**config.mk**
```make
export PLATFORM = sky130hd
export DESIGN_NAME = sw_uart_bridge
export DESIGN_NICKNAME = d
export VERILOG_FILES = /design/src/rtl/sw_pkg.sv /design/src/rtl/sw_uart_bridge_if.sv /design/src/rtl/sw_avm_byte_io.sv /design/src/rtl/sw_uart_bridge.sv
export SDC_FILE = /design/constraint.sdc
export NUM_CORES = 1
export LEC_CHECK = 0
export ABC_AREA = 1
export CAP_MARGIN = 20
export CORE_AREA = 2 2 251 253
export DETAILED_ROUTE_END_ITERATION = 7
export DIE_AREA = 0 0 253 255
export PLACE_DENSITY = 0.76
export SLEW_MARGIN = 15
export SYNTH_ARGS = -nofsm -noshare
export SYNTH_HDL_FRONTEND = slang
export SYNTH_HIERARCHICAL = 1
export SYNTH_SLANG_ARGS = --single-unit
```
**constraint.sdc**
```tcl
create_clock -name avm_clk -period 4.4 [get_ports avm_clk]
set_input_delay 0.66 -clock avm_clk [delete_from_list [all_inputs] [get_ports avm_clk]]
set_output_delay 0.66 -clock avm_clk [all_outputs]
set_load 0.1 [all_outputs]
```
**src/rtl/sw_pkg.sv**
```systemverilog
// Shared constants and types for the Smith-Waterman UART bridge.
// Register map and status bits follow the RS232 core's Avalon slave.
package sw_pkg;
    localparam logic [4:0] ADDR_RX     = 5'd0;
    localparam logic [4:0] ADDR_TX     = 5'd4;
    localparam logic [4:0] ADDR_STATUS = 5'd8;
    localparam int         TX_OK_BIT   = 6;
    localparam int         RX_OK_BIT   = 7;
    localparam logic [7:0] ST_OK       = 8'h00;
    localparam logic [7:0] ST_LEN_ERR  = 8'h01;
    localparam int         TX_FRAME_LEN = 7;

    typedef enum logic [2:0] {
        GET_POLL, GET_BYTE, CHECK, LAUNCH,
        WAIT_CORE, SEND_POLL, SEND_BYTE
    } state_e;

    typedef enum logic [1:0] {
        FLD_REF_LEN, FLD_READ_LEN, FLD_REF, FLD_READ
    } rx_fld_e;

    typedef enum logic {IO_POLL, IO_XFER} io_state_e;

    // Widest per-segment byte count in any frame, plus one.
    function automatic int cnt_width(input int ref_max,
                                     input int read_max);
        int m;
        m = TX_FRAME_LEN;
        if ((ref_max + 3) / 4 > m) m = (ref_max + 3) / 4;
        if ((read_max + 3) / 4 > m) m = (read_max + 3) / 4;
        return $clog2(m + 1);
    endfunction
endpackage

```
**src/rtl/sw_uart_bridge_if.sv**
```systemverilog
// Byte-transfer handshake between the frame FSM and the Avalon byte engine.
// grant marks a successful status poll, done marks the data access.
interface sw_uart_bridge_if;
    logic       req;
    logic       dir;
    logic [7:0] wdata;
    logic       grant;
    logic       done;
    logic [7:0] rdata;

    modport master (output req, dir, wdata, input grant, done, rdata);
    modport slave  (input req, dir, wdata, output grant, done, rdata);
endinterface

```
**src/rtl/sw_avm_byte_io.sv**
```systemverilog
// Polls STATUS until the needed ok bit is set, then moves one byte.
// Strobes depend only on registered state so they hold under waitrequest.
module sw_avm_byte_io
    import sw_pkg::*;
(
    input  logic              clk,
    input  logic              rst_n,
    sw_uart_bridge_if.slave   bio,
    output logic [4:0]        avm_address,
    output logic              avm_read,
    input  logic [31:0]       avm_readdata,
    output logic              avm_write,
    output logic [31:0]       avm_writedata,
    input  logic              avm_waitrequest
);
    io_state_e  state_q, state_d;
    logic       dir_q, dir_d;
    logic [7:0] wdata_q, wdata_d;
    logic       ok_bit;
    logic       unused_rd;

    assign unused_rd = ^avm_readdata[31:8];

    always_comb begin
        state_d       = state_q;
        dir_d         = dir_q;
        wdata_d       = wdata_q;
        bio.grant     = 1'b0;
        bio.done      = 1'b0;
        bio.rdata     = avm_readdata[7:0];
        avm_address   = ADDR_STATUS;
        avm_read      = 1'b1;
        avm_write     = 1'b0;
        avm_writedata = '0;
        ok_bit = bio.dir ? avm_readdata[TX_OK_BIT]
                         : avm_readdata[RX_OK_BIT];
        unique case (state_q)
            IO_POLL: begin
                if (!avm_waitrequest && bio.req && ok_bit) begin
                    bio.grant = 1'b1;
                    state_d   = IO_XFER;
                    dir_d     = bio.dir;
                    wdata_d   = bio.wdata;
                end
            end
            IO_XFER: begin
                avm_address = dir_q ? ADDR_TX : ADDR_RX;
                avm_read    = !dir_q;
                avm_write   = dir_q;
                if (dir_q) avm_writedata = {24'd0, wdata_q};
                if (!avm_waitrequest) begin
                    bio.done = 1'b1;
                    state_d  = IO_POLL;
                end
            end
            default: state_d = IO_POLL;
        endcase
    end

    always_ff @(posedge clk or negedge rst_n) begin
        if (!rst_n) begin
            state_q <= IO_POLL;
            dir_q   <= 1'b0;
            wdata_q <= '0;
        end else begin
            state_q <= state_d;
            dir_q   <= dir_d;
            wdata_q <= wdata_d;
        end
    end
endmodule

```
**src/rtl/sw_uart_bridge.sv**
```systemverilog
// Receives alignment jobs over the RS232 core, launches the SW core,
// and returns a 7-byte result frame for each job.
module sw_uart_bridge
    import sw_pkg::*;
#(
    parameter int REF_MAX_LEN  = 128,
    parameter int READ_MAX_LEN = 128,
    parameter int SCORE_W      = 10
) (
    input  logic                              avm_clk,
    input  logic                              avm_rst_n,
    output logic [4:0]                        avm_address,
    output logic                              avm_read,
    input  logic [31:0]                       avm_readdata,
    output logic                              avm_write,
    output logic [31:0]                       avm_writedata,
    input  logic                              avm_waitrequest,
    output logic                              o_core_valid,
    input  logic                              i_core_ready,
    output logic [2*REF_MAX_LEN-1:0]          o_sequence_ref,
    output logic [2*READ_MAX_LEN-1:0]         o_sequence_read,
    output logic [$clog2(REF_MAX_LEN):0]      o_ref_len,
    output logic [$clog2(READ_MAX_LEN):0]     o_read_len,
    input  logic                              i_core_valid,
    output logic                              o_core_ready,
    input  logic [SCORE_W-1:0]                i_alignment_score,
    input  logic [$clog2(REF_MAX_LEN)-1:0]    i_column,
    input  logic [$clog2(READ_MAX_LEN)-1:0]   i_row,
    output logic [15:0]                       o_job_count
);
    localparam int RL_W  = $clog2(REF_MAX_LEN) + 1;
    localparam int QL_W  = $clog2(READ_MAX_LEN) + 1;
    localparam int CW    = $clog2(REF_MAX_LEN);
    localparam int RW    = $clog2(READ_MAX_LEN);
    localparam int REF_W = 2 * REF_MAX_LEN;
    localparam int QRY_W = 2 * READ_MAX_LEN;
    localparam int CNT_W = cnt_width(REF_MAX_LEN, READ_MAX_LEN);

    function automatic logic [CNT_W-1:0] nbytes(input logic [7:0] len);
        logic [8:0] t;
        t = {1'b0, len} + 9'd3;
        return CNT_W'(t >> 2);
    endfunction

    function automatic logic len_bad(input logic [7:0] len,
                                     input int max);
        return (len == 8'd0) || (int'(len) > max);
    endfunction

    sw_uart_bridge_if bio ();

    sw_avm_byte_io u_io (
        .clk             (avm_clk),
        .rst_n           (avm_rst_n),
        .bio             (bio),
        .avm_address     (avm_address),
        .avm_read        (avm_read),
        .avm_readdata    (avm_readdata),
        .avm_write       (avm_write),
        .avm_writedata   (avm_writedata),
        .avm_waitrequest (avm_waitrequest)
    );

    state_e                    state_q, state_d;
    rx_fld_e                   fld_q, fld_d;
    logic [CNT_W-1:0]          cnt_q, cnt_d;
    logic [7:0]                ref_len_q, ref_len_d;
    logic [7:0]                read_len_q, read_len_d;
    logic [REF_W-1:0]          seq_ref_q, seq_ref_d;
    logic [QRY_W-1:0]          seq_read_q, seq_read_d;
    logic [7:0]                status_q, status_d;
    logic [CW-1:0]             col_q, col_d;
    logic [RW-1:0]             row_q, row_d;
    logic signed [SCORE_W-1:0] score_q, score_d;
    logic [2:0]                tx_idx_q, tx_idx_d;
    logic [15:0]               job_q, job_d;
    logic [15:0]               col16, row16, score16;
    logic [7:0]                tx_byte;

    assign col16   = 16'(col_q);
    assign row16   = 16'(row_q);
    assign score16 = 16'(score_q);

    always_comb begin
        tx_byte = score16[7:0];
        unique case (tx_idx_q)
            3'd0:    tx_byte = status_q;
            3'd1:    tx_byte = col16[15:8];
            3'd2:    tx_byte = col16[7:0];
            3'd3:    tx_byte = row16[15:8];
            3'd4:    tx_byte = row16[7:0];
            3'd5:    tx_byte = score16[15:8];
            default: tx_byte = score16[7:0];
        endcase
    end

    always_comb begin
        state_d      = state_q;
        fld_d        = fld_q;
        cnt_d        = cnt_q;
        ref_len_d    = ref_len_q;
        read_len_d   = read_len_q;
        seq_ref_d    = seq_ref_q;
        seq_read_d   = seq_read_q;
        status_d     = status_q;
        col_d        = col_q;
        row_d        = row_q;
        score_d      = score_q;
        tx_idx_d     = tx_idx_q;
        job_d        = job_q;
        bio.req      = 1'b0;
        bio.dir      = 1'b0;
        bio.wdata    = tx_byte;
        o_core_valid = 1'b0;
        o_core_ready = 1'b0;
        unique case (state_q)
            GET_POLL: begin
                bio.req = 1'b1;
                if (bio.grant) state_d = GET_BYTE;
            end
            GET_BYTE: begin
                if (bio.done) begin
                    state_d = GET_POLL;
                    unique case (fld_q)
                        FLD_REF_LEN: begin
                            ref_len_d  = bio.rdata;
                            read_len_d = '0;
                            seq_ref_d  = '0;
                            seq_read_d = '0;
                            fld_d      = FLD_READ_LEN;
                        end
                        FLD_READ_LEN: begin
                            read_len_d = bio.rdata;
                            state_d    = CHECK;
                        end
                        FLD_REF: begin
                            seq_ref_d = {seq_ref_q[REF_W-9:0], bio.rdata};
                            cnt_d     = cnt_q - 1'b1;
                            if (cnt_q == CNT_W'(1)) begin
                                fld_d = FLD_READ;
                                cnt_d = nbytes(read_len_q);
                            end
                        end
                        default: begin
                            seq_read_d = {seq_read_q[QRY_W-9:0], bio.rdata};
                            cnt_d      = cnt_q - 1'b1;
                            if (cnt_q == CNT_W'(1)) state_d = LAUNCH;
                        end
                    endcase
                end
            end
            CHECK: begin
                if (len_bad(ref_len_q, REF_MAX_LEN) ||
                    len_bad(read_len_q, READ_MAX_LEN)) begin
                    // Error frames report zero position and score.
                    status_d = ST_LEN_ERR;
                    col_d    = '0;
                    row_d    = '0;
                    score_d  = '0;
                    tx_idx_d = '0;
                    state_d  = SEND_POLL;
                end else begin
                    cnt_d   = nbytes(ref_len_q);
                    fld_d   = FLD_REF;
                    state_d = GET_POLL;
                end
            end
            LAUNCH: begin
                o_core_valid = 1'b1;
                if (i_core_ready) state_d = WAIT_CORE;
            end
            WAIT_CORE: begin
                o_core_ready = 1'b1;
                if (i_core_valid) begin
                    status_d = ST_OK;
                    col_d    = i_column;
                    row_d    = i_row;
                    score_d  = i_alignment_score;
                    tx_idx_d = '0;
                    state_d  = SEND_POLL;
                end
            end
            SEND_POLL: begin
                bio.req = 1'b1;
                bio.dir = 1'b1;
                if (bio.grant) state_d = SEND_BYTE;
            end
            SEND_BYTE: begin
                bio.dir = 1'b1;
                if (bio.done) begin
                    if (tx_idx_q == 3'(TX_FRAME_LEN - 1)) begin
                        job_d   = job_q + 16'd1;
                        fld_d   = FLD_REF_LEN;
                        state_d = GET_POLL;
                    end else begin
                        tx_idx_d = tx_idx_q + 3'd1;
                        state_d  = SEND_POLL;
                    end
                end
            end
            default: state_d = GET_POLL;
        endcase
    end

    always_ff @(posedge avm_clk or negedge avm_rst_n) begin
        if (!avm_rst_n) begin
            state_q    <= GET_POLL;
            fld_q      <= FLD_REF_LEN;
            cnt_q      <= '0;
            ref_len_q  <= '0;
            read_len_q <= '0;
            seq_ref_q  <= '0;
            seq_read_q <= '0;
            status_q   <= '0;
            col_q      <= '0;
            row_q      <= '0;
            score_q    <= '0;
            tx_idx_q   <= '0;
            job_q      <= '0;
        end else begin
            state_q    <= state_d;
            fld_q      <= fld_d;
            cnt_q      <= cnt_d;
            ref_len_q  <= ref_len_d;
            read_len_q <= read_len_d;
            seq_ref_q  <= seq_ref_d;
            seq_read_q <= seq_read_d;
            status_q   <= status_d;
            col_q      <= col_d;
            row_q      <= row_d;
            score_q    <= score_d;
            tx_idx_q   <= tx_idx_d;
            job_q      <= job_d;
        end
    end

    assign o_sequence_ref  = seq_ref_q;
    assign o_sequence_read = seq_read_q;
    assign o_ref_len       = RL_W'(ref_len_q);
    assign o_read_len      = QL_W'(read_len_q);
    assign o_job_count     = job_q;
endmodule

```
==> metrics.md <==
| Metric | Value |
|---|---|
| Status | complete, no violations |
| Crit path buf inv count | 2 |
| Drc violations | 0 |
| Peak Freq | approximately 290 MHz |
| Met1 GRT Util | between 30% and 40% |
| Met3 Usage GRT | 8.024% |
| Post-route core utilization | ~55% |
| GRT met2 Usage | 38.52% |
| Post-synth top area share | 57.75% |
| Setup tns final | 0 ns |
| Via density per instance | approximately 5.4 |
| Synth Register Bits | ~600 |
| Largest net degree at the start of global routing | 220 |
| CP max stage cell | clkdlybuf4s50_1 |
| Clk root buf | clkbuf_16 |
| Combinational fraction of design power | between 20% and 30% |
| Required @ worst endpoint | 3.74 ns |
| CP endpoint kind | output pin |
| Synthesized instance count | 2919 |
| Crit path max-delay family | buffers and inverters |
| Internal power | slightly below 10 mW |
| Worst path arrival time | about 2.8 ns |
| Count of final setup violators | 0 |
| WL final | a little over 80 mm |
| DP Worst Slack | just over 1 ns |
| DRT Pass-1 Iters | 6 |
| Max FO, Critical Path | 4 |
| FF-to-FF End | o_sequence_read[7] |
| Unrepaired setup endpoints after global routing | no |
| Most frequent cell after synthesis | nand2_1 |
| R2r startpoint | u_io/state_q |
| DIE AREA | 64520 um^2 |
| Fillers | between 5000 and 6000 |
| Gpl congestion | ~0.85 |
| Nets | roughly 3400 |
| R2R depth | 10 |
| Critical Path Max Stage Delay | approximately 1.2 ns |
| Clock skew | 0.01592 ns |
| Port Buffer Count | just under 600 |
| Dominant synthesized flop cell | dfrtp_1 |
| Post-Synth Simple-Gate Area | a little under a quarter |
| Final Cycle Share | about four fifths |
| Adder-cell share of the synthesized area | less than 1% |
| Grt peak-use layer | met2 |
| Avg Cell Area, Syn | 8.803 um^2 |
| Synth cell count leaders | nand2_1, dfrtp_1, nand3_1 |
| Rows | 92 |
| Final Hold Vio Count | 0 |
| Gr ovfl total | 0 |
| Initial Util | 41.34% |
| Final worst setup slack | around 0.9 ns |
| Number of global-route vias before repair | about 21000 |
| CP cell instances | inv_1, nor3_1, clkdlybuf4s50_1 |
| Seq/Total Area, Yosys | 57.75% |
| Layout area overhead | 32.81% |
| First-pass GRT wire length | roughly 130 mm |
| Power, Total | roughly 16 mW |
| Area leader, netlist | dfrtp_1 |
| Leak | roughly 17 nW |
| Critical path class | flop to output pin |
| Area of the core | 62160 um^2 |
| Mux contribution to synthesized area | 0.1753% |
| Largest family of logic cells by synthesized area | simple AND/OR/NAND/NOR gates |
| Hold_buf cts | 0 |
| Initial antenna violation count | 1 |
| Maximum Capacitance Violations | 0 |
| Setup bufs post-CTS | 0 |
| HP Class | input pin to async pin |
| Startpoint types | flop |
| Netlist Area Pre-Place | 25690 um^2 |
| Max Slew Vio Count | 0 |
| GRT Total Usage | between 20% and 30% |
| H-tree depth | 2 |
| Tmin final | between 3 and 4 ns |
| CTS Buf Count | 61 |
| CTS tree | done |
| Synth Warn # | 6 |
| Die Ht | approximately 260 um |
| Slew @ Worst Pin | roughly 1.2 ns |
| Clock Path Buffers | 3 |
| # clock sinks | approximately 590 |
| Max IR drop VDD | 642.5 uV |
| Top Ports | ~650 |
| DR WL/cell | 19.57 um |
| Sw power | ~6.2 mW |
| Sw Share | between 30% and 40% |
| Pwr Density | roughly 470 nW/um^2 |
| Compound-cell area share of the yosys netlist | around 12% |
| Synth Area in XOR/XNOR | less than 1% |
| Number of enable flip-flop cells after synthesis | 0 |
| Vias | between 20000 and 25000 |
| Clock network power share | between 30% and 40% |
| FF+latch area | about 15000 um^2 |
| Area of the multi-input gates | about 9400 um^2 |
| Worst skew pair latency | about 0.61 ns |
| Rel. slew slack | 22.52% |
| Sequential share of power | ~37% |
| Largest cells by area after synthesis | dfrtp_1, nand3_1, nand2_1 |
| Hold_ws | between 0.09 and 0.1 ns |
| Reg2reg setup slack | ~1.6 ns |
| Die W | 253 um |
| DP HPWL | roughly 53 mm |
| Ratio of cells with drive above 1 in the final layout | under 10% |
| Clock transition at the registers of the reported paths | 0.06 ns |
| Remaining antenna violation count after routing | 0 |
| Post-synth ARST share | 100.0% |
| Unique masters post-synth | 37 |
| Post-cts resize count | 0 |
| 1st-iter DRT viols | approximately 2500 |
power by group through the flow:
stage,combinational [mW],sequential (mW),clock [mW]
after floorplan,2.50,6.83,0
after global routing,4.87,6.03,5.86
after global placement,4.47,6.08,0
final,4.52,6.00,5.54
after detailed placement,4.47,6.09,0
after CTS,4.47,6.00,5.65
logic make-up after synthesis:
family	count (synthesis)
compound gates	589
fa+ha+maj	11
other cells	1
xor+xnor	18
flops	593
simple gates	1366
buf+inv	337
mux	4
metrics by stage:
| stage | instances | instance area, um^2 |
|---|---|---|
| finish | 4213 | 34130 |
| CTS | 4210 | 34100 |
| global placement | 4093 | 31880 |
| detailed placement | 4095 | 31920 |
| floorplan | 2945 | 25790 |
| global route | 4211 | 34120 |
cell type report:
cell class / instances / area share (%)
Sequential cell: 593 / 43.48
Multi-Input combinational cell: 2015 / 27.61
Timing Repair Buffer: 626 / 18.84
Clock buffer: 88 / 5.393
Tap cell: 799 / 2.930
Clock inverter: 27 / 0.9936
Inverter: 63 / 0.7370
Antenna cell: 2 / 0.01467
worst max path at each step:
stage / to / startpoint / cells past startpoint
finish: o_core_valid / state_q[1] / 3
global placement: o_sequence_read[7] / avm_waitrequest / 10
global route: o_core_valid / state_q[1] / 3
CTS: o_core_valid / state_q[1] / 3
floorplan: o_core_valid / state_q[1] / 2
detailed placement: o_sequence_read[7] / avm_waitrequest / 10
layout by cell type, fill, tap and decap left out, types with 19 or more instances in the layout:
| cell type | count |
|---|---|
| nand2_1 | 713 |
| dfrtp_1 | 593 |
| clkdlybuf4s50_1 | 593 |
| nand3_1 | 555 |
| o21ai_0 | 462 |
| o21ai_1 | 102 |
| clkbuf_16 | 63 |
| nor2_1 | 61 |
| inv_1 | 55 |
| conb_1 | 27 |
| buf_12 | 19 |
flip-flops by register name (all words and copies together), names as in the netlist:
signal	count
state_q	3
status_q	1
cnt_q	6
row_q	7
o_ref_len	8
o_sequence_read	256
u_io/wdata_q	8
u_io/dir_q	1
u_io/state_q	1
col_q	7
tx_idx_q	3
fld_q	2
o_job_count	16
o_sequence_ref	256
o_read_len	8
score_q	10
layer usage:
layer	share of wire, %	vias to the layer above	routed length (um)
met4	3.2	0	2629
met3	10	148	8245
met2	47	899	38460
met1	40	11168	33110
li1	-	10634	-
met5	0	-	0
(Power assumes the default switching activity.)
